--- config.mk ---
export PLATFORM = sky130hd
export DESIGN_NAME = mem_bus_arbiter_flat
export DESIGN_NICKNAME = d
export VERILOG_FILES = /design/src/rtl/mem_bus_arbiter_if.sv /design/src/rtl/mem_bus_arbiter.sv /design/src/flat_wrapper.sv
export SDC_FILE = /design/constraint.sdc
export NUM_CORES = 1
export LEC_CHECK = 0
export BUFFER_PORTS_ARGS = -buffer_cell sky130_fd_sc_hd__buf_2
export CAP_MARGIN = 40
export CORE_AREA = 2 2 63 65
export CTS_BUF_LIST = sky130_fd_sc_hd__clkbuf_2
export CTS_CLUSTER_DIAMETER = 30
export CTS_CLUSTER_SIZE = 20
export DETAILED_ROUTE_END_ITERATION = 16
export DIE_AREA = 0 0 65 67
export PLACE_DENSITY = 0.76
export SLEW_MARGIN = 0
export SYNTH_ARGS = -nofsm -noshare
export SYNTH_HDL_FRONTEND = slang
export SYNTH_SLANG_ARGS = --single-unit
--- constraint.sdc ---
create_clock -name clk -period 1.53 [get_ports clk]
set_input_delay 0.306 -clock clk [delete_from_list [all_inputs] [get_ports clk]]
set_output_delay 0.306 -clock clk [all_outputs]
set_load 0.005 [all_outputs]
--- src/rtl/mem_bus_arbiter_if.sv ---
// Bus bundle between the requesting masters, the arbiter and the single memory slave.
// Handshake: access is raised with its address/data and held until ack is seen; ack is a
// one-cycle pulse and the transfer completes on the clock edge where access && ack.
interface mem_bus_arbiter_if #(
  parameter int NUM_MASTERS = 2,
  parameter int ADDR_WIDTH  = 19,
  parameter int DATA_WIDTH  = 16
);
  localparam int BS_W = DATA_WIDTH / 8;

  logic [NUM_MASTERS*ADDR_WIDTH-1:0] m_addr;
  logic [NUM_MASTERS*DATA_WIDTH-1:0] m_data_out;
  logic [NUM_MASTERS-1:0]            m_access;
  logic [NUM_MASTERS-1:0]            m_wr_en;
  logic [NUM_MASTERS*BS_W-1:0]       m_bytesel;
  logic [NUM_MASTERS-1:0]            m_lock;
  logic [DATA_WIDTH-1:0]             m_data_in;
  logic [NUM_MASTERS-1:0]            m_ack;

  logic [ADDR_WIDTH-1:0]             s_addr;
  logic [DATA_WIDTH-1:0]             s_data_out;
  logic                              s_access;
  logic                              s_wr_en;
  logic [BS_W-1:0]                   s_bytesel;
  logic [DATA_WIDTH-1:0]             s_data_in;
  logic                              s_ack;

  logic [NUM_MASTERS-1:0]            grant;

  // The arbiter is the bus master toward the memory port.
  modport master (
    input  m_addr, m_data_out, m_access, m_wr_en, m_bytesel, m_lock, s_data_in, s_ack,
    output m_data_in, m_ack, s_addr, s_data_out, s_access, s_wr_en, s_bytesel, grant
  );

  // Environment view: requesting masters plus the memory slave.
  modport slave (
    output m_addr, m_data_out, m_access, m_wr_en, m_bytesel, m_lock, s_data_in, s_ack,
    input  m_data_in, m_ack, s_addr, s_data_out, s_access, s_wr_en, s_bytesel, grant
  );
endinterface

--- src/rtl/mem_bus_arbiter.sv ---
// N-master to one-slave memory bus arbiter: fixed-priority or round-robin selection,
// single outstanding transfer, and a bus lock for read-modify-write sequences.
module mem_bus_arbiter #(
  parameter int NUM_MASTERS = 2,
  parameter int ADDR_WIDTH  = 19,
  parameter int DATA_WIDTH  = 16,
  parameter int RR_MODE     = 0,
  localparam int IDX_W      = $clog2(NUM_MASTERS),
  localparam int BS_W       = DATA_WIDTH / 8
) (
  input  logic              clk,
  input  logic              reset,
  mem_bus_arbiter_if.master bus,
  output logic              dbg_state,
  output logic              dbg_lock_valid,
  output logic [IDX_W-1:0]  dbg_lock_owner,
  output logic [IDX_W-1:0]  dbg_rr_ptr
);

  typedef enum logic {IDLE = 1'b0, ACTIVE = 1'b1} state_t;

  state_t                 state_q, state_d;
  logic [NUM_MASTERS-1:0] grant_q;
  logic [IDX_W-1:0]       own_idx_q;
  logic [IDX_W-1:0]       rr_ptr_q;
  logic                   lock_valid_q;
  logic [IDX_W-1:0]       lock_owner_q;

  logic [NUM_MASTERS-1:0] owner_mask;
  logic                   owner_lock;
  logic [NUM_MASTERS-1:0] eligible;
  logic [IDX_W-1:0]       base;
  logic [IDX_W:0]         cand;
  logic                   win_found;
  logic [IDX_W-1:0]       win_idx;
  logic [NUM_MASTERS-1:0] win_onehot;
  logic [IDX_W-1:0]       rr_next;
  logic                   active;

  // Arbitration: a held lock narrows eligibility to the owner alone.
  always_comb begin
    owner_mask               = '0;
    owner_mask[lock_owner_q] = 1'b1;
    owner_lock               = |(bus.m_lock & owner_mask);
    eligible                 = lock_valid_q ? (bus.m_access & owner_mask) : bus.m_access;
    base                     = (RR_MODE != 0) ? rr_ptr_q : '0;
    cand                     = '0;
    win_found                = 1'b0;
    win_idx                  = '0;
    for (int k = 0; k < NUM_MASTERS; k++) begin
      cand = {1'b0, base} + (IDX_W+1)'(k);
      if (cand >= (IDX_W+1)'(NUM_MASTERS)) cand = cand - (IDX_W+1)'(NUM_MASTERS);
      if (!win_found && eligible[cand[IDX_W-1:0]]) begin
        win_found = 1'b1;
        win_idx   = cand[IDX_W-1:0];
      end
    end
    win_onehot          = '0;
    win_onehot[win_idx] = win_found;
    rr_next             = (win_idx == IDX_W'(NUM_MASTERS - 1)) ? '0 : win_idx + 1'b1;
  end

  always_ff @(posedge clk or posedge reset) begin
    if (reset) begin
      state_q      <= IDLE;
      grant_q      <= '0;
      own_idx_q    <= '0;
      rr_ptr_q     <= '0;
      lock_valid_q <= 1'b0;
      lock_owner_q <= '0;
    end else begin
      state_q <= state_d;
      case (state_q)
        IDLE: begin
          // Lock ends once the owner stops asserting m_lock, whether or not it requests.
          if (lock_valid_q && !owner_lock) lock_valid_q <= 1'b0;
          if (win_found) begin
            grant_q   <= win_onehot;
            own_idx_q <= win_idx;
            rr_ptr_q  <= rr_next;
          end
        end
        ACTIVE: begin
          if (bus.s_ack) begin
            grant_q <= '0;
            if (|(bus.m_lock & grant_q)) begin
              lock_valid_q <= 1'b1;
              lock_owner_q <= own_idx_q;
            end
          end
        end
        default: state_q <= IDLE;
      endcase
    end
  end

  always_comb begin
    state_d = state_q;
    case (state_q)
      IDLE:    if (win_found) state_d = ACTIVE;
      ACTIVE:  if (bus.s_ack) state_d = IDLE;
      default: state_d = IDLE;
    endcase
  end

  // Slave-side signals are forced to zero outside a granted transfer.
  always_comb begin
    active         = (state_q == ACTIVE);
    bus.s_access   = active;
    bus.s_addr     = '0;
    bus.s_data_out = '0;
    bus.s_wr_en    = 1'b0;
    bus.s_bytesel  = '0;
    for (int i = 0; i < NUM_MASTERS; i++) begin
      if (active && grant_q[i]) begin
        bus.s_addr     = bus.m_addr[i*ADDR_WIDTH +: ADDR_WIDTH];
        bus.s_data_out = bus.m_data_out[i*DATA_WIDTH +: DATA_WIDTH];
        bus.s_wr_en    = bus.m_wr_en[i];
        bus.s_bytesel  = bus.m_bytesel[i*BS_W +: BS_W];
      end
    end
    bus.m_ack      = (active && bus.s_ack) ? grant_q : '0;
    bus.m_data_in  = bus.s_data_in;
    bus.grant      = grant_q;
    dbg_state      = state_q;
    dbg_lock_valid = lock_valid_q;
    dbg_lock_owner = lock_owner_q;
    dbg_rr_ptr     = rr_ptr_q;
  end

endmodule

--- src/flat_wrapper.sv ---
// flat-port wrapper written by rule: the top's interface ports become plain ports
module mem_bus_arbiter_flat 
#(
  parameter int NUM_MASTERS = 2,
  parameter int ADDR_WIDTH  = 19,
  parameter int DATA_WIDTH  = 16,
  parameter int RR_MODE     = 0,
  localparam int IDX_W      = $clog2(NUM_MASTERS),
  localparam int BS_W       = DATA_WIDTH / 8
)
  (clk, reset, dbg_state, dbg_lock_valid, dbg_lock_owner, dbg_rr_ptr, bus_m_addr, bus_m_data_out, bus_m_access, bus_m_wr_en, bus_m_bytesel, bus_m_lock, bus_s_data_in, bus_s_ack, bus_m_data_in, bus_m_ack, bus_s_addr, bus_s_data_out, bus_s_access, bus_s_wr_en, bus_s_bytesel, bus_grant);
  mem_bus_arbiter_if #(.NUM_MASTERS(NUM_MASTERS), .ADDR_WIDTH(ADDR_WIDTH), .DATA_WIDTH(DATA_WIDTH)) bus_i ();
  input  logic clk;
  input  logic reset;
  output logic dbg_state;
  output logic dbg_lock_valid;
  output logic [IDX_W-1:0] dbg_lock_owner;
  output logic [IDX_W-1:0] dbg_rr_ptr;
  input wire logic [$bits(bus_i.m_addr)-1:0] bus_m_addr;
  input wire logic [$bits(bus_i.m_data_out)-1:0] bus_m_data_out;
  input wire logic [$bits(bus_i.m_access)-1:0] bus_m_access;
  input wire logic [$bits(bus_i.m_wr_en)-1:0] bus_m_wr_en;
  input wire logic [$bits(bus_i.m_bytesel)-1:0] bus_m_bytesel;
  input wire logic [$bits(bus_i.m_lock)-1:0] bus_m_lock;
  input wire logic [$bits(bus_i.s_data_in)-1:0] bus_s_data_in;
  input wire logic [$bits(bus_i.s_ack)-1:0] bus_s_ack;
  output wire logic [$bits(bus_i.m_data_in)-1:0] bus_m_data_in;
  output wire logic [$bits(bus_i.m_ack)-1:0] bus_m_ack;
  output wire logic [$bits(bus_i.s_addr)-1:0] bus_s_addr;
  output wire logic [$bits(bus_i.s_data_out)-1:0] bus_s_data_out;
  output wire logic [$bits(bus_i.s_access)-1:0] bus_s_access;
  output wire logic [$bits(bus_i.s_wr_en)-1:0] bus_s_wr_en;
  output wire logic [$bits(bus_i.s_bytesel)-1:0] bus_s_bytesel;
  output wire logic [$bits(bus_i.grant)-1:0] bus_grant;
  assign bus_i.m_addr = bus_m_addr;
  assign bus_i.m_data_out = bus_m_data_out;
  assign bus_i.m_access = bus_m_access;
  assign bus_i.m_wr_en = bus_m_wr_en;
  assign bus_i.m_bytesel = bus_m_bytesel;
  assign bus_i.m_lock = bus_m_lock;
  assign bus_i.s_data_in = bus_s_data_in;
  assign bus_i.s_ack = bus_s_ack;
  assign bus_m_data_in = bus_i.m_data_in;
  assign bus_m_ack = bus_i.m_ack;
  assign bus_s_addr = bus_i.s_addr;
  assign bus_s_data_out = bus_i.s_data_out;
  assign bus_s_access = bus_i.s_access;
  assign bus_s_wr_en = bus_i.s_wr_en;
  assign bus_s_bytesel = bus_i.s_bytesel;
  assign bus_grant = bus_i.grant;
  mem_bus_arbiter #(.NUM_MASTERS(NUM_MASTERS), .ADDR_WIDTH(ADDR_WIDTH), .DATA_WIDTH(DATA_WIDTH), .RR_MODE(RR_MODE)) u_core (.clk(clk), .reset(reset), .bus(bus_i), .dbg_state(dbg_state), .dbg_lock_valid(dbg_lock_valid), .dbg_lock_owner(dbg_lock_owner), .dbg_rr_ptr(dbg_rr_ptr));
endmodule
* Word-level counts from Yosys, hierarchy flattened *
Cells that the tools add are included.

storage, ports and cells
  register bits = 7
  latch bits = 0
  bits in writable memories = 0
  memory bits (read-only) = 0
  input port bits = 99
  output and inout port bits = 63
  word-level logic and storage cells = 63
  memories kept = 0

cells by class
  $add $sub $neg = 1
  multiply operators = 0
  divide/modulo/power cells = 0
  magnitude comparators = 4
  equal/unequal tests = 4
  shifts and indexed selects = 0
  mux-type cells = 28
  bitwise gates (word level) = 5
  reduce and logical (&&, ||, !) cells = 15

operators by type and width
  operator               number
  $mux W19               2
  $mux W16               2
  $mux W1                13
  $mux W2                6
  $and A2 B2 Y2          4
  $logic_and A1 B1 Y1    7
  $reduce_and A3 Y1      2
  $lt A1 B2 Y1 const B   2
  $ne A2 B1 Y1 const B   2
  $ne A2 B2 Y1 const B   2
  $pmux W1 S2            2
  $pmux W2 S2            1
  $reduce_and A2 Y1      2
  $reduce_or A2 Y1       2
  $demux W1 S1           2
  $ge A1 B1 Y1 const B   2
  $logic_not A1 Y1       2
  $add A1 B1 Y1 const B  1
  $not A1 Y1             1

* Depth between registers and ports, before layout *
Gate-level depths: netlist (run 1).

  depth after elaboration = 17
  mapped depth = 5
  mapped depth without buffers = 3

* Worst setup path before layout (run 1) *
Ideal clock, no wire load.

  path type = register -> output
  from = register u_core.state_q (netlist: u_core.bus.s_access)
  to = output bus_s_addr[0]
  arrival = 1142 ps
  required time = 1224 ps
  slack = 82 ps
  cell stages (with the launch flop) = 6
  path buffers = 3
  cell sequence = dfrtp_1 > buf_6 > and3b_4 > buf_6 > buf_6 > a22o_1

between the ends
  cells in the longest elaborated chain, start to end = 3
  elaborated cells between the ends (all ways) = 4
  classes of those cells = mux (2); reduce/logical (2)

RTL lines
  what                      line                    source
  start: declaration        mem_bus_arbiter.sv:22   state_t state_q, state_d;
  start signal: assignment  mem_bus_arbiter.sv:72   state_q <= state_d;
  $logic_and A1 B1 Y1       mem_bus_arbiter.sv:115  if (active && grant_q[i]) begin
  $mux W19                  mem_bus_arbiter.sv:115
  $mux W19 *                mem_bus_arbiter.sv:115
  end: declaration          flat_wrapper.sv:29      output wire logic [$bits(bus_i.s_addr)-1:0] bus_s_addr;

Mark *: on every way between the ends. The rest lies on a longest branch, timed or not.

* Worst setup path after layout (run 1) *
  from = register u_core.grant_q[1] (netlist: u_core.bus.grant[1])
  to = output bus_s_addr[10]

between the ends
  cells in the longest elaborated chain, start to end = 2

RTL lines
  what                      line                    source
  start: declaration        mem_bus_arbiter.sv:23   logic [NUM_MASTERS-1:0] grant_q;
  start signal: assignment  mem_bus_arbiter.sv:78   grant_q <= win_onehot;
  $logic_and A1 B1 Y1       mem_bus_arbiter.sv:115
  $mux W19                  mem_bus_arbiter.sv:115

No other way between the ends.

==> out/qor_table.md, run 1 <==
| Stage | Parameter | Reported |
| --- | --- | --- |
| final layout | Fraction of final layout cells sized beyond drive strength 1 | 0.686 |
| sta | Final setup fails | 38 |
| routing | Vias after detailed routing | 1,208 |
| clock network | CTS max path bufs | 2 |
| synthesis | Cell type with the highest aggregate area in the netlist | sky130_fd_sc_hd__a22o_1 |
| critical path | Crit path capture | bus_s_addr[10] |
| sta | Slew at the pin with the worst max-slew slack | 389 ps |
| sta | Setup repair after global routing missed its margin | yes |
| critical path | Crit start category | flop |
| final layout | Top library cells by usage in the layout, fill and taps aside | sky130_fd_sc_hd__buf_2, sky130_fd_sc_hd__a22o_1, sky130_fd_sc_hd__dfrtp_1 |
| routing | Remaining antenna violation count after routing | 0 |
| routing | Final routed wirelength across all metal layers | 3620 µm |
| clock network | Master cell of the clock root buffer | sky130_fd_sc_hd__clkbuf_2 |
| routing | First-pass iteration count of the detailed router | 4 |
| floorplan | Number of placed I/O pins | 162 |
| synthesis | Post-synthesis area per instance | 9.32 µm² |
| critical path | Launching instance or port of the critical path | u_core.bus.grant[1] |
| run | Number of maximum-capacitance violations | 0 |
| power and ir drop | Switch Pwr | 0.809 mW |
| floorplan | Width of the die | 65 µm |
| sta | Peak clock frequency supported by timing | 603 MHz |
| critical path | Maximum net fanout on the critical path | 20 |
| floorplan | Floorplan die area | 4360 µm² |
| floorplan | Initial core utilization | 0.248 |
| final layout | Count of nets after finishing | 310 |
| final layout | Most common library cell in the layout ignoring fill and taps | sky130_fd_sc_hd__buf_2 |
| synthesis | Synth area leaders | sky130_fd_sc_hd__a22o_1, sky130_fd_sc_hd__dfrtp_1, sky130_fd_sc_hd__buf_4 |
| routing | Post-DR wirelength/cell | 14.0 µm |
| critical path | Reg-to-reg slack, setup | 290 ps |
| placed design | Dpl hpwl | 2990 µm |
| critical path | Worst flop-to-flop path startpoint | u_core.bus.grant[1] |
| clock network | Sink count of the clock tree | 7 |
| synthesis | Number of standard cells after synthesis | 96 |
| sta | Max transition margin | 0.740 |
| synthesis | Area of the mapped netlist | 895 µm² |
| sta | Clock period minus final worst setup slack | 1660 ps |
| synthesis | Synthesized Nets | 195 |
| floorplan | # rows | 22 |
| power and ir drop | Worst vdd ir | 0.924 mV |
| min path | Hold/Removal Path Class | primary input to flop |
| critical path | Crit Reg-Reg Endpoint | u_core.dbg_lock_owner |
| synthesis | Number of flip-flops and latches in the synthesized netlist | 7 |
| final layout | Number of filler instances in the final layout | 374 |
| grt | Global router's overall resource usage | 0.146 |
| synthesis | Fraction of the yosys area taken by sequential cells | 0.196 |
| power and ir drop | Clk network pwr share | 0.068 |
| placed design | I/O Buffers | 129 |
| power and ir drop | Power density normalized to cell area | 1350 nW/µm² |
| clock network | Worst-path clk slew | 70 ps |
| final layout | Sequential cell area | 175 µm² |
| power and ir drop | Relative contribution of sequential cells to total power | 0.170 |
| floorplan | Y dimension of the die | 67 µm |
| power and ir drop | Internal power | 1.19 mW |
| sta | Final WS setup | -129 ps |
| clock network | Htree depth | 1 |
| routing | Number of design-rule violations left by the first detailed-router iteration | 25 |
| synthesis | Yosys warning total | 0 |
| sta | Maximum clock skew at final layout | 10.7 ps |
| routing | Ratio of routed vias to standard cells | 4.68 |
| routing | DRC | 0 |
| clock network | Clock insertion delay at the later pin of the skew report | 230 ps |
| critical path | Critical Path Sink Type | output pin |
| run status | Run status | complete, but fails checks |
| grt | Number of global-route vias before repair | 1,109 |
| sta | Slew Limit Fails | 0 |
| grt | Final global-route overflow total | 0 |
| synthesis | Area share of the leading cell type in the synthesized netlist | 0.372 |
| sta | Worst slack on hold paths | 325 ps |
| critical path | Type of the worst setup path | flop to output pin |
| clock network | Total clock buffers created by CTS | 3 |
| power and ir drop | Leakage power figure | 0.914 nW |
| run status | Violations in the final reports | negative setup slack |
| final layout | Area of the multi-input gates | 497 µm² |
| final layout | Final Util | 0.413 |
| grt | Wire length of the first global-routing pass | 5020 µm |
| placed design | RD Place Congestion | 0.808 |
| floorplan | Core Area | 3610 µm² |
| final layout | Area Growth Syn to Fin | 66.4% |
| power and ir drop | Combinational fraction of design power | 0.761 |
| sta | Hold Fails Final Rpt | 0 |
| power and ir drop | Net switching share of the total power | 0.404 |
| clock network | CTS tree | built |
| synthesis | Distinct cells, synth | 22 |
| grt | Maximum number of pins on one net before global-route repair | 39 |
| sta | Post-route fraction of the period consumed by the critical path | 1.08 |
| critical path | Critical Path RT | 1220 ps |
| critical path | Data arrival time of the critical path | 1350 ps |
| grt | Number of antenna violations at the first check in global routing | 0 |
| critical path | Depth of the worst register-to-register path | 5 |
| final layout | Ant. Diodes | 0 |
## sequential cells by signal, summed over array words and instances, names as in the netlist
signal	cells
u_core.own_idx_q	1
u_core.dbg_lock_owner	1
u_core.dbg_rr_ptr	1
u_core.bus.grant	2
u_core.dbg_lock_valid	1
u_core.bus.s_access	1
## how the worst min path moves through the flow
| stage | start | to | slack, ps | depth (start not counted) |
|---|---|---|---|---|
| global route | bus_s_ack | u_core.bus.s_access | 290 | 2 |
| floorplan | reset | u_core.bus.grant[0] | 110 | 1 |
| finish | bus_s_ack | u_core.bus.s_access | 320 | 2 |
| CTS | bus_s_ack | u_core.bus.s_access | 310 | 2 |
| global placement | reset | u_core.dbg_rr_ptr | 250 | 2 |
| detailed placement | reset | u_core.dbg_lock_valid | 250 | 2 |
## cell type report
cell class / instances / area share
multi-input combinational: 60 / 0.334
tap: 48 / 0.0403
inverter: 3 / 0.00756
timing repair buffer: 136 / 0.487
sequential: 7 / 0.118
clock buffer: 4 / 0.0134
## synth_stat cells (all sizes together)
cell type,instances
a22o,38
nand2,2
and3b,1
mux2i,2
and2,1
a211oi,1
dfrtp,7
nand3b,1
a21oi,2
o21ai,3
mux2,1
o31ai,1
and3,2
a22oi,1
a21o,1
a31o,1
buf,26
inv,3
nand2b,1
o2bb2ai,1
## critical path, cell delays in order, from the launching register on
cell and delay, ps:
sky130_fd_sc_hd__dfrtp_1 390, sky130_fd_sc_hd__and3b_4 340, sky130_fd_sc_hd__buf_12 150, sky130_fd_sc_hd__a22o_1 140
sky130_fd_sc_hd__buf_2 110
## power by group through the flow
stage / Combinational [mW] / Sequential, mW / Clock (mW)
after floorplan: 0.939 / 0.347 / 0
after global placement: 1.48 / 0.341 / 0
after detailed placement: 1.50 / 0.343 / 0
after CTS: 1.52 / 0.342 / 0.138
after global routing: 1.67 / 0.358 / 0.158
final: 1.53 / 0.341 / 0.137
## routing by layer
| metal | vias to the layer above | global-route usage | part of all wire |
|---|---|---|---|
| li1 | 586 | - | - |
| met1 | 541 | 0.153 | 0.35 |
| met2 | 81 | 0.263 | 0.49 |
| met3 | 0 | 0.0845 | 0.15 |
| met4 | 0 | 0.0160 | 0 |
| met5 | - | 0 | 0 |
## per-stage QoR
stage	setup WS, ps	TNS, ps	area (µm²)	instances	total power [mW]
after floorplan	82.4	0	895	96	1.29
after global placement	132	0	1450	252	1.82
after CTS	-156	-4780	1480	257	2.00
final	-129	-4070	1490	258	2.00
after global routing	-232	-7910	1490	258	2.19
after detailed placement	96.8	0	1450	252	1.85
## cell families (layout without fill, tap and decap cells)
family / count (synthesis) / in the layout / synth area share
AND/OR/NAND/NOR: 8 / 8 / 0.0615
AO/OA/AOI/OAI: 49 / 49 / 0.453
multiplexers: 3 / 3 / 0.0350
buffers and inverters: 29 / 143 / 0.255
flip-flops: 7 / 7 / 0.196
## what timing repair did
action                                 CTS  global route
resized for setup                        0             1
gates cloned                             0             0
endpoints found under the hold margin    3             0
hold buffers                             1             0
buffers inserted                         0             1
setup endpoints to repair               38            38
Note: power is estimated with default switching activity, not from simulation.
==> run 2: changes to the inputs <==
--- a/config.mk
+++ b/config.mk
@@ -9,3 +9,5 @@
 export CAP_MARGIN = 40
-export CORE_AREA = 2 2 63 65
+export CELL_PAD_IN_SITES_DETAIL_PLACEMENT = 0
+export CELL_PAD_IN_SITES_GLOBAL_PLACEMENT = 2
+export CORE_UTILIZATION = 11
 export CTS_BUF_LIST = sky130_fd_sc_hd__clkbuf_2
@@ -14,4 +16,3 @@
 export DETAILED_ROUTE_END_ITERATION = 16
-export DIE_AREA = 0 0 65 67
-export PLACE_DENSITY = 0.76
+export PLACE_DENSITY_LB_ADDON = 0.1
 export SLEW_MARGIN = 0
==> constraint.sdc (replaced) <==
create_clock -name clk -period 1.53 [get_ports clk]
set_input_delay 0.2295 -clock clk [delete_from_list [all_inputs] [get_ports clk]]
set_output_delay 0.2295 -clock clk [all_outputs]
set_load 0.005 [all_outputs]
==> out/qor_table.md, run 2 (synthesized netlist as in run 1, its figures left out) <==
| Stage | Parameter | Reported | Delta |
| --- | --- | --- | --- |
| routing | Vias after detailed routing | 1,227 | +1.6% |
| placed design | RD Place Congestion | 0.694 | -14% |
| floorplan | Initial core utilization | 0.115 | -0.134 |
| final layout | Largest register FFs | 2 | unchanged |
| sta | Worst slack on hold paths | 210 ps | -115 ps |
| critical path | Depth of the worst register-to-register path | 3 | -2 |
| power and ir drop | Power density normalized to cell area | 1310 nW/µm² | -2.6% |
| grt | Wire length of the first global-routing pass | 5780 µm | +15% |
| min path | Hold/Removal Path Class | primary input to flop |  |
| final layout | Area Growth Syn to Fin | 74.0% |  |
| placed design | I/O Buffers | 129 | unchanged |
| critical path | Crit Reg-Reg Endpoint | u_core.bus.grant[0] |  |
| power and ir drop | Leakage power figure | 0.918 nW | +0.44% |
| critical path | Maximum net fanout on the critical path | 19 | -5.0% |
| sta | Clock period minus final worst setup slack | 1630 ps | -25.8 ps |
| critical path | Reg-to-reg slack, setup | 330 ps | +40 ps |
| power and ir drop | Clk network pwr share | 0.068 | about the same |
| power and ir drop | Worst vdd ir | 0.554 mV | -40% |
| power and ir drop | Combinational fraction of design power | 0.766 | +0.005 |
| routing | Post-DR wirelength/cell | 13.1 µm | -6.5% |
| power and ir drop | Internal power | 1.20 mW | +0.38% |
| routing | First-pass iteration count of the detailed router | 4 | unchanged |
| floorplan | Number of placed I/O pins | 162 | unchanged |
| grt | Final global-route overflow total | 0 | unchanged |
| grt | Number of antenna violations at the first check in global routing | 0 | unchanged |
| routing | Ratio of routed vias to standard cells | 3.93 | -16% |
| floorplan | Y dimension of the die | 92.2 µm | +38% |
| sta | Maximum clock skew at final layout | 5.28 ps | -5.40 ps |
| routing | Final routed wirelength across all metal layers | 4100 µm | +13% |
| clock network | Htree depth | 1 | unchanged |
| sta | Final setup fails | 38 | unchanged |
| min path | Hold endpoint | u_core.bus.s_access |  |
| routing | Number of design-rule violations left by the first detailed-router iteration | 38 | +52% |
| sta | Post-route fraction of the period consumed by the critical path | 1.07 | -0.0168 |
| power and ir drop | Switch Pwr | 0.842 mW | +4.0% |
| routing | DRC | 0 | unchanged |
| floorplan | Floorplan die area | 8500 µm² | +95% |
| clock network | Worst-path clk slew | 80 ps | about the same |
| sta | Setup repair after global routing missed its margin | yes |  |
| final layout | Ant. Diodes | 0 | unchanged |
| sta | Peak clock frequency supported by timing | 612 MHz | +1.6% |
| floorplan | Width of the die | 92.2 µm | +42% |
| critical path | Type of the worst setup path | flop to output pin |  |
| grt | Number of global-route vias before repair | 1,173 | +5.8% |
| placed design | Worst setup timing slack at the placement stage | 134 ps | +37.2 ps |
| min path | HP Start | bus_s_ack |  |
| clock network | Buffer count from post-CTS setup fixing | 0 | unchanged |
| critical path | Worst flop-to-flop path startpoint | u_core.bus.s_access |  |
| clock network | CTS max path bufs | 2 | unchanged |
| routing | Remaining antenna violation count after routing | 0 | unchanged |
| run status | Run status | complete, but fails checks |  |
| clock network | Master cell of the clock root buffer | sky130_fd_sc_hd__clkbuf_2 |  |
| run | Number of maximum-capacitance violations | 0 | unchanged |
| final layout | Most common library cell in the layout ignoring fill and taps | sky130_fd_sc_hd__buf_2 |  |
| floorplan | # rows | 32 | +45% |
| clock network | Clock insertion delay at the later pin of the skew report | 230 ps | about the same |
| sta | Hold Fails Final Rpt | 0 | unchanged |
| power and ir drop | Relative contribution of sequential cells to total power | 0.165 | -0.005 |
| final layout | Count of nets after finishing | 310 | unchanged |
| final layout | Number of filler instances in the final layout | 902 | +140% |
| clock network | Sink count of the clock tree | 7 | unchanged |
| power and ir drop | Net switching share of the total power | 0.412 | +0.00858 |
| min path | WHS Path Cells | 2 | unchanged |
| final layout | Fraction of final layout cells sized beyond drive strength 1 | 0.681 | -0.00476 |
| grt | Maximum number of pins on one net before global-route repair | 39 | unchanged |
| grt | Global router's overall resource usage | 0.0844 | -0.0621 |
| final layout | Finished Layout Cells | 312 | +21% |
| critical path | Critical Path Sink Type | output pin |  |
| critical path | Critical Path RT | 1300 ps | +80 ps |
| floorplan | Core Area | 7810 µm² | +120% |
| run status | Violations in the final reports | negative setup slack |  |
| clock network | Total clock buffers created by CTS | 3 | unchanged |
| critical path | Crit start category | flop |  |
| critical path | Data arrival time of the critical path | 1400 ps | +50 ps |
| sta | Max transition margin | 0.730 | -0.0100 |
| placed design | Dpl hpwl | 3260 µm | +8.9% |
| final layout | Top library cells by usage in the layout, fill and taps aside | sky130_fd_sc_hd__buf_2, sky130_fd_sc_hd__a22o_1, sky130_fd_sc_hd__dfrtp_1 |  |
| clock network | CTS tree | built |  |
| sta | Slew Limit Fails | 0 | unchanged |
| sta | Final WS setup | -103 ps | +25.8 ps |
| placed design | Placed instance count | 306 | +21% |
| sta | Slew at the pin with the worst max-slew slack | 404 ps | +15.0 ps |
-- run 2: changes by cell type in the layout (fill, tap and decap cells not counted) --
cell                        previous run  this run
sky130_fd_sc_hd__and3_1                1         2
sky130_fd_sc_hd__and3_4                1         0
sky130_fd_sc_hd__buf_12                2         1
sky130_fd_sc_hd__clkbuf_16             0         1
-- run 2: how the worst max path moves through the flow --
stage | end | slack, ps | startpoint | cells after the start
floorplan | bus_s_addr[0] | 160 | u_core.bus.s_access | 5
global placement | bus_s_data_out[4] | 160 | u_core.bus.grant[1] | 4
detailed placement | bus_s_data_out[4] | 130 | u_core.bus.grant[1] | 4
CTS | bus_s_data_out[0] | -150 | u_core.bus.grant[1] | 4
global route | bus_s_data_out[4] | -180 | u_core.bus.grant[1] | 4
finish | bus_s_data_out[3] | -100 | u_core.bus.grant[1] | 4
-- run 2: layer usage --
layer,GRT usage,part of all wire
met1,0.0907,0.39
met2,0.167,0.53
met3,0.0133,0.074
met4,0.0247,0.0083
met5,0,0
-- run 2: cell type report --
cell class,instances,area [µm²],share of cell area
Clock buffer,4,20.0,0.0129
Inverter,3,11.3,0.00723
Multi-Input combinational cell,60,492,0.316
Sequential cell,7,175,0.113
Tap cell,102,128,0.0820
Timing Repair Buffer,136,731,0.469
-- run 2: timing repair --
item,CTS,global route
endpoints found under the setup margin,38,38
hold buffers,1,0
resized for setup,0,0
hold endpoints to repair,7,0
pin swaps,1,0
cloned,0,1
-- run 2: worst max-delay path: stages, from the launching register on --
cell                        delay, ps
sky130_fd_sc_hd__dfrtp_1          400
sky130_fd_sc_hd__and3b_4          340
sky130_fd_sc_hd__clkbuf_16        190
sky130_fd_sc_hd__a22o_1           130
sky130_fd_sc_hd__buf_2            110
-- run 2: power by group through the flow --
stage                     Clock, mW  Combinational [mW]  Sequential (mW)
after CTS                     0.148                1.53            0.339
after global routing          0.154                1.73            0.353
after floorplan                   0               0.939            0.347
after detailed placement          0                1.52            0.343
final                         0.140                1.56            0.337
after global placement            0                1.55            0.336
-- run 2: stage by stage --
| step | area [µm²] | power, mW | utilization | TNS (ps) |
|---|---|---|---|---|
| after global placement | 1500 | 1.89 | 0.192 | 0 |
| after CTS | 1530 | 2.02 | 0.196 | -4440 |
| after floorplan | 895 | 1.29 | - | 0 |
| after global routing | 1560 | 2.24 | 0.199 | -5900 |
| final | 1560 | 2.04 | 0.199 | -3280 |
| after detailed placement | 1500 | 1.86 | 0.192 | 0 |
